$ cat config.mk
export PLATFORM = sky130hd
export DESIGN_NAME = cpu_controller
export DESIGN_NICKNAME = d
export VERILOG_FILES = /design/src/rtl/cpu_pkg.sv /design/src/rtl/reg_file.sv /design/src/rtl/cpu_controller.sv
export SDC_FILE = /design/constraint.sdc
export NUM_CORES = 1
export LEC_CHECK = 0
export CORE_UTILIZATION = 45
export CTS_CLUSTER_DIAMETER = 80
export DETAILED_ROUTE_END_ITERATION = 6
export PLACE_DENSITY = 0.66
export SLEW_MARGIN = 20
export SYNTH_ARGS = -nofsm -noshare
export SYNTH_HDL_FRONTEND = slang
export SYNTH_SLANG_ARGS = --single-unit
export TNS_END_PERCENT = 10
$ cat constraint.sdc
create_clock -name clk -period 15.45 [get_ports clk]
set_input_delay 2.3175 -clock clk [delete_from_list [all_inputs] [get_ports clk]]
set_output_delay 2.3175 -clock clk [all_outputs]
set_load 0.01 [all_outputs]
$ cat src/rtl/cpu_pkg.sv
// rtl/cpu_pkg.sv - shared types, opcodes and instruction-field helpers for cpu_controller
//
// Purpose: one place for the sequencer state encoding, the 3-bit opcode map,
//          the instruction field positions and small field-extraction helpers.
// Ports:   none (package).

package cpu_pkg;

  localparam int XLEN   = 32;
  localparam int NREG   = 8;
  localparam int REG_AW = 3;

  typedef enum logic [2:0] {
    START  = 3'd0,
    FETCH  = 3'd1,
    DECODE = 3'd2,
    EXEC   = 3'd3,
    WB     = 3'd4,
    HALT   = 3'd5
  } state_e;

  localparam logic [2:0] OP_NOOP = 3'b000;
  localparam logic [2:0] OP_HALT = 3'b001;
  localparam logic [2:0] OP_ADD  = 3'b010;
  localparam logic [2:0] OP_SUB  = 3'b011;
  localparam logic [2:0] OP_SHL  = 3'b100;
  localparam logic [2:0] OP_SHR  = 3'b101;
  localparam logic [2:0] OP_ADDI = 3'b110;
  localparam logic [2:0] OP_SUBI = 3'b111;

  // Instruction layout: op | rd | rs1 | rs2 | imm
  localparam int OP_MSB  = 31;
  localparam int OP_LSB  = 29;
  localparam int RD_MSB  = 28;
  localparam int RD_LSB  = 26;
  localparam int RS1_MSB = 25;
  localparam int RS1_LSB = 23;
  localparam int RS2_MSB = 22;
  localparam int RS2_LSB = 20;
  localparam int IMM_MSB = 19;
  localparam int IMM_LSB = 0;
  localparam int IMM_W   = IMM_MSB - IMM_LSB + 1;

  function automatic logic [2:0] ir_op(input logic [XLEN-1:0] ir);
    return ir[OP_MSB:OP_LSB];
  endfunction

  function automatic logic [REG_AW-1:0] ir_rd(input logic [XLEN-1:0] ir);
    return ir[RD_MSB:RD_LSB];
  endfunction

  function automatic logic [REG_AW-1:0] ir_rs1(input logic [XLEN-1:0] ir);
    return ir[RS1_MSB:RS1_LSB];
  endfunction

  function automatic logic [REG_AW-1:0] ir_rs2(input logic [XLEN-1:0] ir);
    return ir[RS2_MSB:RS2_LSB];
  endfunction

  // Immediate is zero-extended, never sign-extended.
  function automatic logic [XLEN-1:0] ir_imm(input logic [XLEN-1:0] ir);
    return {{(XLEN-IMM_W){1'b0}}, ir[IMM_MSB:IMM_LSB]};
  endfunction

endpackage

$ cat src/rtl/reg_file.sv
// rtl/reg_file.sv - 8x32 register file, two read ports, debug read, one write port
//
// Purpose: architectural registers r0..r7; r0 always reads zero.
// Ports:
//   clk, rst            clock, asynchronous active-high reset (clears all registers)
//   rs1_addr_i/data_o   combinational read port A
//   rs2_addr_i/data_o   combinational read port B
//   dbg_addr_i/data_o   combinational debug read port
//   we_i, waddr_i,      synchronous write port; writes to r0 are dropped
//   wdata_i

module reg_file
  import cpu_pkg::*;
(
  input  logic              clk,
  input  logic              rst,
  input  logic [REG_AW-1:0] rs1_addr_i,
  output logic [XLEN-1:0]   rs1_data_o,
  input  logic [REG_AW-1:0] rs2_addr_i,
  output logic [XLEN-1:0]   rs2_data_o,
  input  logic [REG_AW-1:0] dbg_addr_i,
  output logic [XLEN-1:0]   dbg_data_o,
  input  logic              we_i,
  input  logic [REG_AW-1:0] waddr_i,
  input  logic [XLEN-1:0]   wdata_i
);

  logic [XLEN-1:0] regs_q [NREG];

  always_ff @(posedge clk or posedge rst) begin
    if (rst) begin
      for (int i = 0; i < NREG; i++) begin
        regs_q[i] <= '0;
      end
    end else if (we_i && (waddr_i != '0)) begin
      regs_q[waddr_i] <= wdata_i;
    end
  end

  // r0 is forced to zero on every read port.
  assign rs1_data_o = (rs1_addr_i == '0) ? '0 : regs_q[rs1_addr_i];
  assign rs2_data_o = (rs2_addr_i == '0) ? '0 : regs_q[rs2_addr_i];
  assign dbg_data_o = (dbg_addr_i == '0) ? '0 : regs_q[dbg_addr_i];

endmodule

$ cat src/rtl/cpu_controller.sv
// rtl/cpu_controller.sv - multi-cycle fetch/decode/execute/writeback sequencer
//
// Purpose: fetches one instruction at a time, latches ALU operands, captures
//          the external ALU result and writes it back to the register file.
// Ports:
//   clk, rst                 clock, asynchronous active-high reset
//   imem_req/addr/ack/rdata  instruction fetch handshake (addr is always pc)
//   alu_a/alu_b/alu_op       operands and op to the external ALU
//   alu_result               combinational ALU result, captured in EXEC
//   retired                  one-cycle pulse per completed instruction
//   halted                   high while halted (exit only via reset)
//   dbg_sel/dbg_data         combinational debug register read

module cpu_controller
  import cpu_pkg::*;
#(
  parameter logic [XLEN-1:0] RESET_PC = 32'h0000_0000
) (
  input  logic              clk,
  input  logic              rst,
  output logic              imem_req,
  output logic [XLEN-1:0]   imem_addr,
  input  logic              imem_ack,
  input  logic [XLEN-1:0]   imem_rdata,
  output logic [XLEN-1:0]   alu_a,
  output logic [XLEN-1:0]   alu_b,
  output logic [2:0]        alu_op,
  input  logic [XLEN-1:0]   alu_result,
  output logic              retired,
  output logic              halted,
  input  logic [REG_AW-1:0] dbg_sel,
  output logic [XLEN-1:0]   dbg_data
);

  state_e          state_q, state_d;
  logic [XLEN-1:0] pc_q, pc_d;
  logic [XLEN-1:0] ir_q, ir_d;
  logic [XLEN-1:0] opa_q, opa_d;
  logic [XLEN-1:0] opb_q, opb_d;
  logic [XLEN-1:0] res_q, res_d;

  logic [2:0]      op;
  logic [XLEN-1:0] rs1_data;
  logic [XLEN-1:0] rs2_data;
  logic            rf_we;

  assign op = ir_op(ir_q);

  reg_file u_reg_file (
    .clk        (clk),
    .rst        (rst),
    .rs1_addr_i (ir_rs1(ir_q)),
    .rs1_data_o (rs1_data),
    .rs2_addr_i (ir_rs2(ir_q)),
    .rs2_data_o (rs2_data),
    .dbg_addr_i (dbg_sel),
    .dbg_data_o (dbg_data),
    .we_i       (rf_we),
    .waddr_i    (ir_rd(ir_q)),
    .wdata_i    (res_q)
  );

  always_ff @(posedge clk or posedge rst) begin
    if (rst) begin
      state_q <= START;
      pc_q    <= RESET_PC;
      ir_q    <= '0;
      opa_q   <= '0;
      opb_q   <= '0;
      res_q   <= '0;
    end else begin
      state_q <= state_d;
      pc_q    <= pc_d;
      ir_q    <= ir_d;
      opa_q   <= opa_d;
      opb_q   <= opb_d;
      res_q   <= res_d;
    end
  end

  always_comb begin
    state_d = state_q;
    unique case (state_q)
      START:   state_d = FETCH;
      FETCH:   if (imem_ack) state_d = DECODE;
      DECODE: begin
        if (op == OP_NOOP)      state_d = FETCH;
        else if (op == OP_HALT) state_d = HALT;
        else                    state_d = EXEC;
      end
      EXEC:    state_d = WB;
      WB:      state_d = FETCH;
      HALT:    state_d = HALT;
      default: state_d = START;
    endcase
  end

  // Datapath latches; pc wraps naturally at 2^32.
  always_comb begin
    pc_d  = pc_q;
    ir_d  = ir_q;
    opa_d = opa_q;
    opb_d = opb_q;
    res_d = res_q;
    unique case (state_q)
      FETCH: begin
        if (imem_ack) ir_d = imem_rdata;
      end
      DECODE: begin
        opa_d = rs1_data;
        opb_d = ((op == OP_ADDI) || (op == OP_SUBI)) ? ir_imm(ir_q) : rs2_data;
        if (op == OP_NOOP) pc_d = pc_q + 32'd4;
      end
      EXEC:    res_d = alu_result;
      WB:      pc_d  = pc_q + 32'd4;
      default: ;
    endcase
  end

  always_comb begin
    imem_req = 1'b0;
    alu_op   = OP_NOOP;
    retired  = 1'b0;
    halted   = 1'b0;
    rf_we    = 1'b0;
    unique case (state_q)
      FETCH:   imem_req = 1'b1;
      DECODE:  retired  = (op == OP_NOOP);
      EXEC:    alu_op   = op;
      WB: begin
        rf_we   = 1'b1;
        retired = 1'b1;
      end
      HALT:    halted = 1'b1;
      default: ;
    endcase
  end

  assign imem_addr = pc_q;
  assign alu_a     = opa_q;
  assign alu_b     = opb_q;

endmodule

* Word level (Yosys, flattened, before mapping)
Cells that the tools add are included.
Word-level totals: word-level logic and storage cells 74, flip-flop bits (word level) 419
Cells by class: order comparisons 5, add/sub/neg operators 1, equality and inequality tests 10, multiplexer cells 27, bitwise operators 4, reduce and logical (&&, ||, !) cells 13
Operators with widths (number):
- two-way mux 32 bit | 12
- binary-select mux 32 bit (select 3 bit) | 3
- bitwise mux 256 bit | 1
- demux 32 bit (select 3 bit) | 1
- case mux 32 bit (2 select lines) | 1
- adder 32 x 3 -> 32 bit (second input constant) | 1
- greater-or-equal comparator 4 bit (second input constant) | 4
- inverter 3 -> 4 bit | 4
- zero test 3 bit | 5
- case mux 3 bit (5 select lines) | 1
- equality test 3 bit (second input constant) | 4
- two-way mux 3 bit | 4
- equality test 3 x 1 -> 1 bit (second input constant) | 2
- equality test 3 x 2 -> 1 bit (second input constant) | 2
- less-than comparator 4 x 1 -> 1 bit (second input constant) | 1
- inequality test 2 bit (second input constant) | 2
- AND reduction 2 bit | 2
- two-way mux 1 bit | 3
- nonzero test 3 bit | 1
- logical AND 1 bit | 2
- case mux 1 bit (2 select lines) | 1
- nonzero test 2 bit | 1
- OR reduction 2 bit | 1
- logical OR 1 bit | 1

* Longest topological paths before layout
word-level depth 6, mapped depth 7, mapped depth without buffers 6

* Cells and area by module
A second synthesis with hierarchy kept.
Second synthesis, totals: cell total of the unflattened synthesis 1651, area, all modules 20764.9 um^2
Modules (own cells, without submodules):
- reg_file | area each 14093.5 um^2, seq. area each 5605.4 um^2, cells each 1072, instances 1
- cpu_controller | area each 6671.4 um^2, seq. area each 4028.9 um^2, cells each 579, instances 1

* Worst setup path after synthesis
Ideal clock, no wire load.
path kind input to output, from input port dbg_sel[1], to output port dbg_data[14], data arrival time 3.648 ns, stages on the path 5, buffers on the path 2, slack 9.485 ns, path through clkbuf_1 -> clkbuf_1 -> mux2_2 -> a221oi_1 -> a21oi_1
On the way: word-level cells in the longest chain between the ends 5, elaborated cells between the ends (all ways) 6, those cells by class mux: 4; bitwise: 1; reduce/logical: 1
Ends and longest elaborated chain:
- from (decl) | RTL line cpu_controller.sv:31 | input logic [REG_AW-1:0] dbg_sel,
- inverter 3 -> 4 bit (implied by the code) | RTL line reg_file.sv:43 | assign dbg_data_o = (dbg_addr_i == '0) ? '0 : regs_q[dbg_addr_i];
- binary-select mux 32 bit (select 3 bit) | RTL line reg_file.sv:43
- two-way mux 32 bit (implied by the code) (2 in a row) | RTL line reg_file.sv:43
- two-way mux 32 bit * | RTL line reg_file.sv:43
- to (decl) | RTL line cpu_controller.sv:32 | output logic [XLEN-1:0] dbg_data
Every way passes the cells marked *; elsewhere a longest branch is shown, timed or not. The select of a mux whose other input is x is not followed.

* Final worst setup path
from input port dbg_sel[0], to output port dbg_data[0]
The elaborated chain is that of the path after synthesis.

==> PnR_summary.wiki <==
{| class="wikitable"
! Metric !! Value
|-
| Status || completed
|-
| Commonest non-fill, non-tap cell in the layout || sky130_fd_sc_hd__dfrtp_1
|-
| Syn_area_per_cell || 12.5 µm²
|-
| Dpl hpwl || 33,300 µm
|-
| Shortest clock period the worst path allows after layout || 7340 ps
|-
| Simple-gate portion of the synthesized area || 4.90%
|-
| Initial DRC Count || 950
|-
| Part of the Yosys area used for sequential elements || 48.6%
|-
| Pwr dens || 195 nW/µm²
|-
| Portion of netlist area occupied by mux cells || 32.2%
|-
| Die W || 212 µm
|-
| Clk slew on worst S/H paths || 50 ps
|-
| Total global-route track usage || 25.8%
|-
| Adder-cell share of the synthesized area || 0.0631%
|-
| Via count || 14.2k
|-
| Yosys reg bits || 385
|-
| Number of enable flip-flop cells after synthesis || 0
|-
| Layout area overhead || 20.5%
|-
| Die extent in y || 212 µm
|-
| Count of instances resized after the clock tree is built || 0
|-
| Highest net fanout along the worst path || 38
|-
| Pin count of the biggest net entering global routing || 115
|-
| Worst IR drop on VDD || 0.0979 mV
|-
| CTS tree || done
|-
| Maximum clock insertion buffer count || 3
|-
| Residual antenna-violating net count after detailed routing || 0
|-
| Clock sink count || 385
|-
| Cell count after synthesis || 1,586
|-
| Period Utilization, post-route || 47.5%
|-
| Area share of the largest cell type after synthesis || 48.6%
|-
| Highest achievable clock rate || 0.136 GHz
|-
| Arrival @ worst endpoint || 5020 ps
|-
| Worst hold path class || reg -> reg
|-
| Pre-CTS setup slack || 8130 ps
|-
| Startpoint type of the worst setup path || input port
|-
| Number of buffers inserted for hold repair after clock tree synthesis || 0
|-
| Top-Level Pins || 204
|-
| FFs w/ async S/R, synth || 100%
|-
| Setup WS post-layout || 8110 ps
|-
| Die Area || 44,900 µm²
|-
| M3 GR Usage || 4.57%
|-
| Fin nets || 1,813
|-
| Total count of hold-check failures in the final report || 0
|-
| Cells taking the most area after synthesis || sky130_fd_sc_hd__dfrtp_1, sky130_fd_sc_hd__mux2_2, sky130_fd_sc_hd__mux4_2, sky130_fd_sc_hd__mux2i_1, sky130_fd_sc_hd__o21ai_0
|-
| Max Transition Viols Final || 0
|-
| Worst endpoint required time || 13,130 ps
|-
| Vias in the first global route || 14.5k
|-
| Worst setup EP type || output pin
|-
| Leftover overflow at the end of global routing || 0
|-
| Fraction of the mapped netlist area in compound gates || 9.50%
|-
| Area of the multi-input gates || 9570 µm²
|-
| Via/cell ratio || 6.00
|-
| Total clock buffers created by CTS || 44
|-
| GR peak layer || met2
|-
| GP Congestion || 0.802
|-
| Worst clock skew on the final layout || 16.4 ps
|-
| Drt pass-1 iters || 5
|-
| Clock latency at the later pin of the worst-skew pair || 570 ps
|-
| Setup repair after global routing missed its margin || no
|-
| Count of endpoints failing setup in the final report || 0
|-
| Yosys top cell by area || sky130_fd_sc_hd__dfrtp_1
|-
| Cell area after placement || 22,300 µm²
|-
| Initial cell density of the core || 45.8%
|-
| Static leakage || 10.4 nW
|-
| Global-route wire length before repair || 87,400 µm
|-
| Dominant combinational cell family by area after synthesis || multiplexers
|-
| Root Buffer || sky130_fd_sc_hd__clkbuf_16
|-
| Fraction of layout instances using a drive strength above 1 || 30.8%
|-
| Post-detailed-route wirelength per cell || 24.1 µm
|-
| Buffers on Ports || 201
|-
| Area of all placed cells without fillers || 23,900 µm²
|-
| Site row count || 76
|-
| Syn Std Cell Area || 19,800 µm²
|-
| Crit Path Category || in -> out
|-
| Antenna violations before repair || 1
|-
| Floorplan core area || 43,300 µm²
|-
| Most instantiated flip-flop cell in the synthesis netlist || sky130_fd_sc_hd__dfrtp_1
|-
| Worst hold slack across all endpoints || 471 ps
|-
| Area share of xor/xnor cells in the synthesized design || 1.28%
|-
| Area of all sequential standard cells || 9650 µm²
|-
| Synth warn || 0
|-
| Max-slew headroom at the worst pin || 29.2%
|-
| Post-detailed-routing wire length || 56,800 µm
|-
| Met1 capacity usage during global routing || 34.5%
|-
| Most frequent cells in the layout || sky130_fd_sc_hd__dfrtp_1, sky130_fd_sc_hd__mux2_2, sky130_fd_sc_hd__clkdlybuf4s50_1, sky130_fd_sc_hd__o21ai_0, sky130_fd_sc_hd__nand2_1
|-
| Setup TNS after final layout || 0 ps
|-
| Max-capacitance violation count || 0
|-
| Count of distinct cell types in the synthesized netlist || 47
|-
| Post-detailed-route DRC marker count || 0
|-
| N_diodes || 0
|-
| Post-CTS Setup Repair Bufs || 0
|-
| Slew @ Worst Pin || 1060 ps
|-
| CTS H-tree depth || 2
|-
| Met2 usage in global routing || 42.3%
|-
| Final-layout fill cell count || 3,655
|}
[power breakdown]
part / internal [mW] / switching [mW]
registers: 1.38 / 0.454
clock network: 0.685 / 0.422
logic: 0.916 / 0.806
[area by class of cell]
cell class / instances / area share [%]
clock buffer: 63 / 5.46
clock inverter: 16 / 0.974
inverter: 39 / 0.644
multi-input combinational: 1039 / 40.1
sequential: 385 / 40.4
tap: 585 / 3.06
timing repair buffer: 233 / 9.40
[synthesized netlist by cell type (36+ instances only)]
cell	n
sky130_fd_sc_hd__dfrtp_1	385
sky130_fd_sc_hd__mux2_2	340
sky130_fd_sc_hd__o21ai_0	97
sky130_fd_sc_hd__nand2_1	91
sky130_fd_sc_hd__mux4_2	74
sky130_fd_sc_hd__a21oi_1	73
sky130_fd_sc_hd__clkbuf_1	58
sky130_fd_sc_hd__mux2i_1	53
sky130_fd_sc_hd__buf_2	50
sky130_fd_sc_hd__nor2_1	49
sky130_fd_sc_hd__a22oi_1	40
sky130_fd_sc_hd__inv_1	38
sky130_fd_sc_hd__a221oi_1	36
[logic make-up (layout without fill, tap and decap cells)]
logic type / Yosys count / in the layout
other: 1 / 2
flip-flops: 385 / 385
adder cells (fa/ha/maj): 1 / 1
XOR/XNOR: 29 / 29
buffers and inverters: 163 / 351
multiplexers: 499 / 499
AND/OR/NAND/NOR: 205 / 205
AO/OA/AOI/OAI: 303 / 303
[critical path: stages]
cell                              delay [ps]
sky130_fd_sc_hd__buf_4                   430
sky130_fd_sc_hd__buf_4                   650
sky130_fd_sc_hd__nor2b_4                 160
sky130_fd_sc_hd__buf_4                   340
sky130_fd_sc_hd__a221oi_1                360
sky130_fd_sc_hd__a21oi_1                 150
sky130_fd_sc_hd__clkdlybuf4s50_1         550
[per-layer routing]
metal	vias to the layer above	routed length [µm]
li1	6230	-
met1	7342	24200
met2	477	27800
met3	111	3210
met4	2	1560
met5	-	13
[final timing paths]
kind / startpoint / end / slack (ps) / depth (start not counted)
max in group asynchronous: rst / ir_q[8]$_DFFE_PP0P_ / 10790 / 4
max: dbg_sel[0] / dbg_data[0] / 8110 / 7
max reg2reg: ir_q[20]$_DFFE_PP0P_ / alu_b[2]$_DFFE_PP0P_ / 12110 / 8
min reg2reg: imem_addr[31]$_DFFE_PP0P_ / imem_addr[31]$_DFFE_PP0P_ / 470 / 1
min: imem_addr[31]$_DFFE_PP0P_ / imem_addr[31]$_DFFE_PP0P_ / 470 / 1
min in group asynchronous: rst / res_q[24]$_DFFE_PP0N_ / 2280 / 2
[per-stage QoR]
stage	power (mW)	std cells	util, %
after floorplan	2.87	1587	-
after global placement	3.51	2280	51.6
after detailed placement	3.56	2280	51.6
after CTS	4.68	2359	55.2
after global routing	4.91	2360	55.2
final	4.66	2360	55.2
[flip-flops by register name (all words and copies together) (netlist names)]
register           count
ir_q                  32
alu_a                 32
state_q                3
imem_addr             30
alu_b                 32
u_reg_file.regs_q    224
res_q                 32
(Power assumes the default switching activity.)
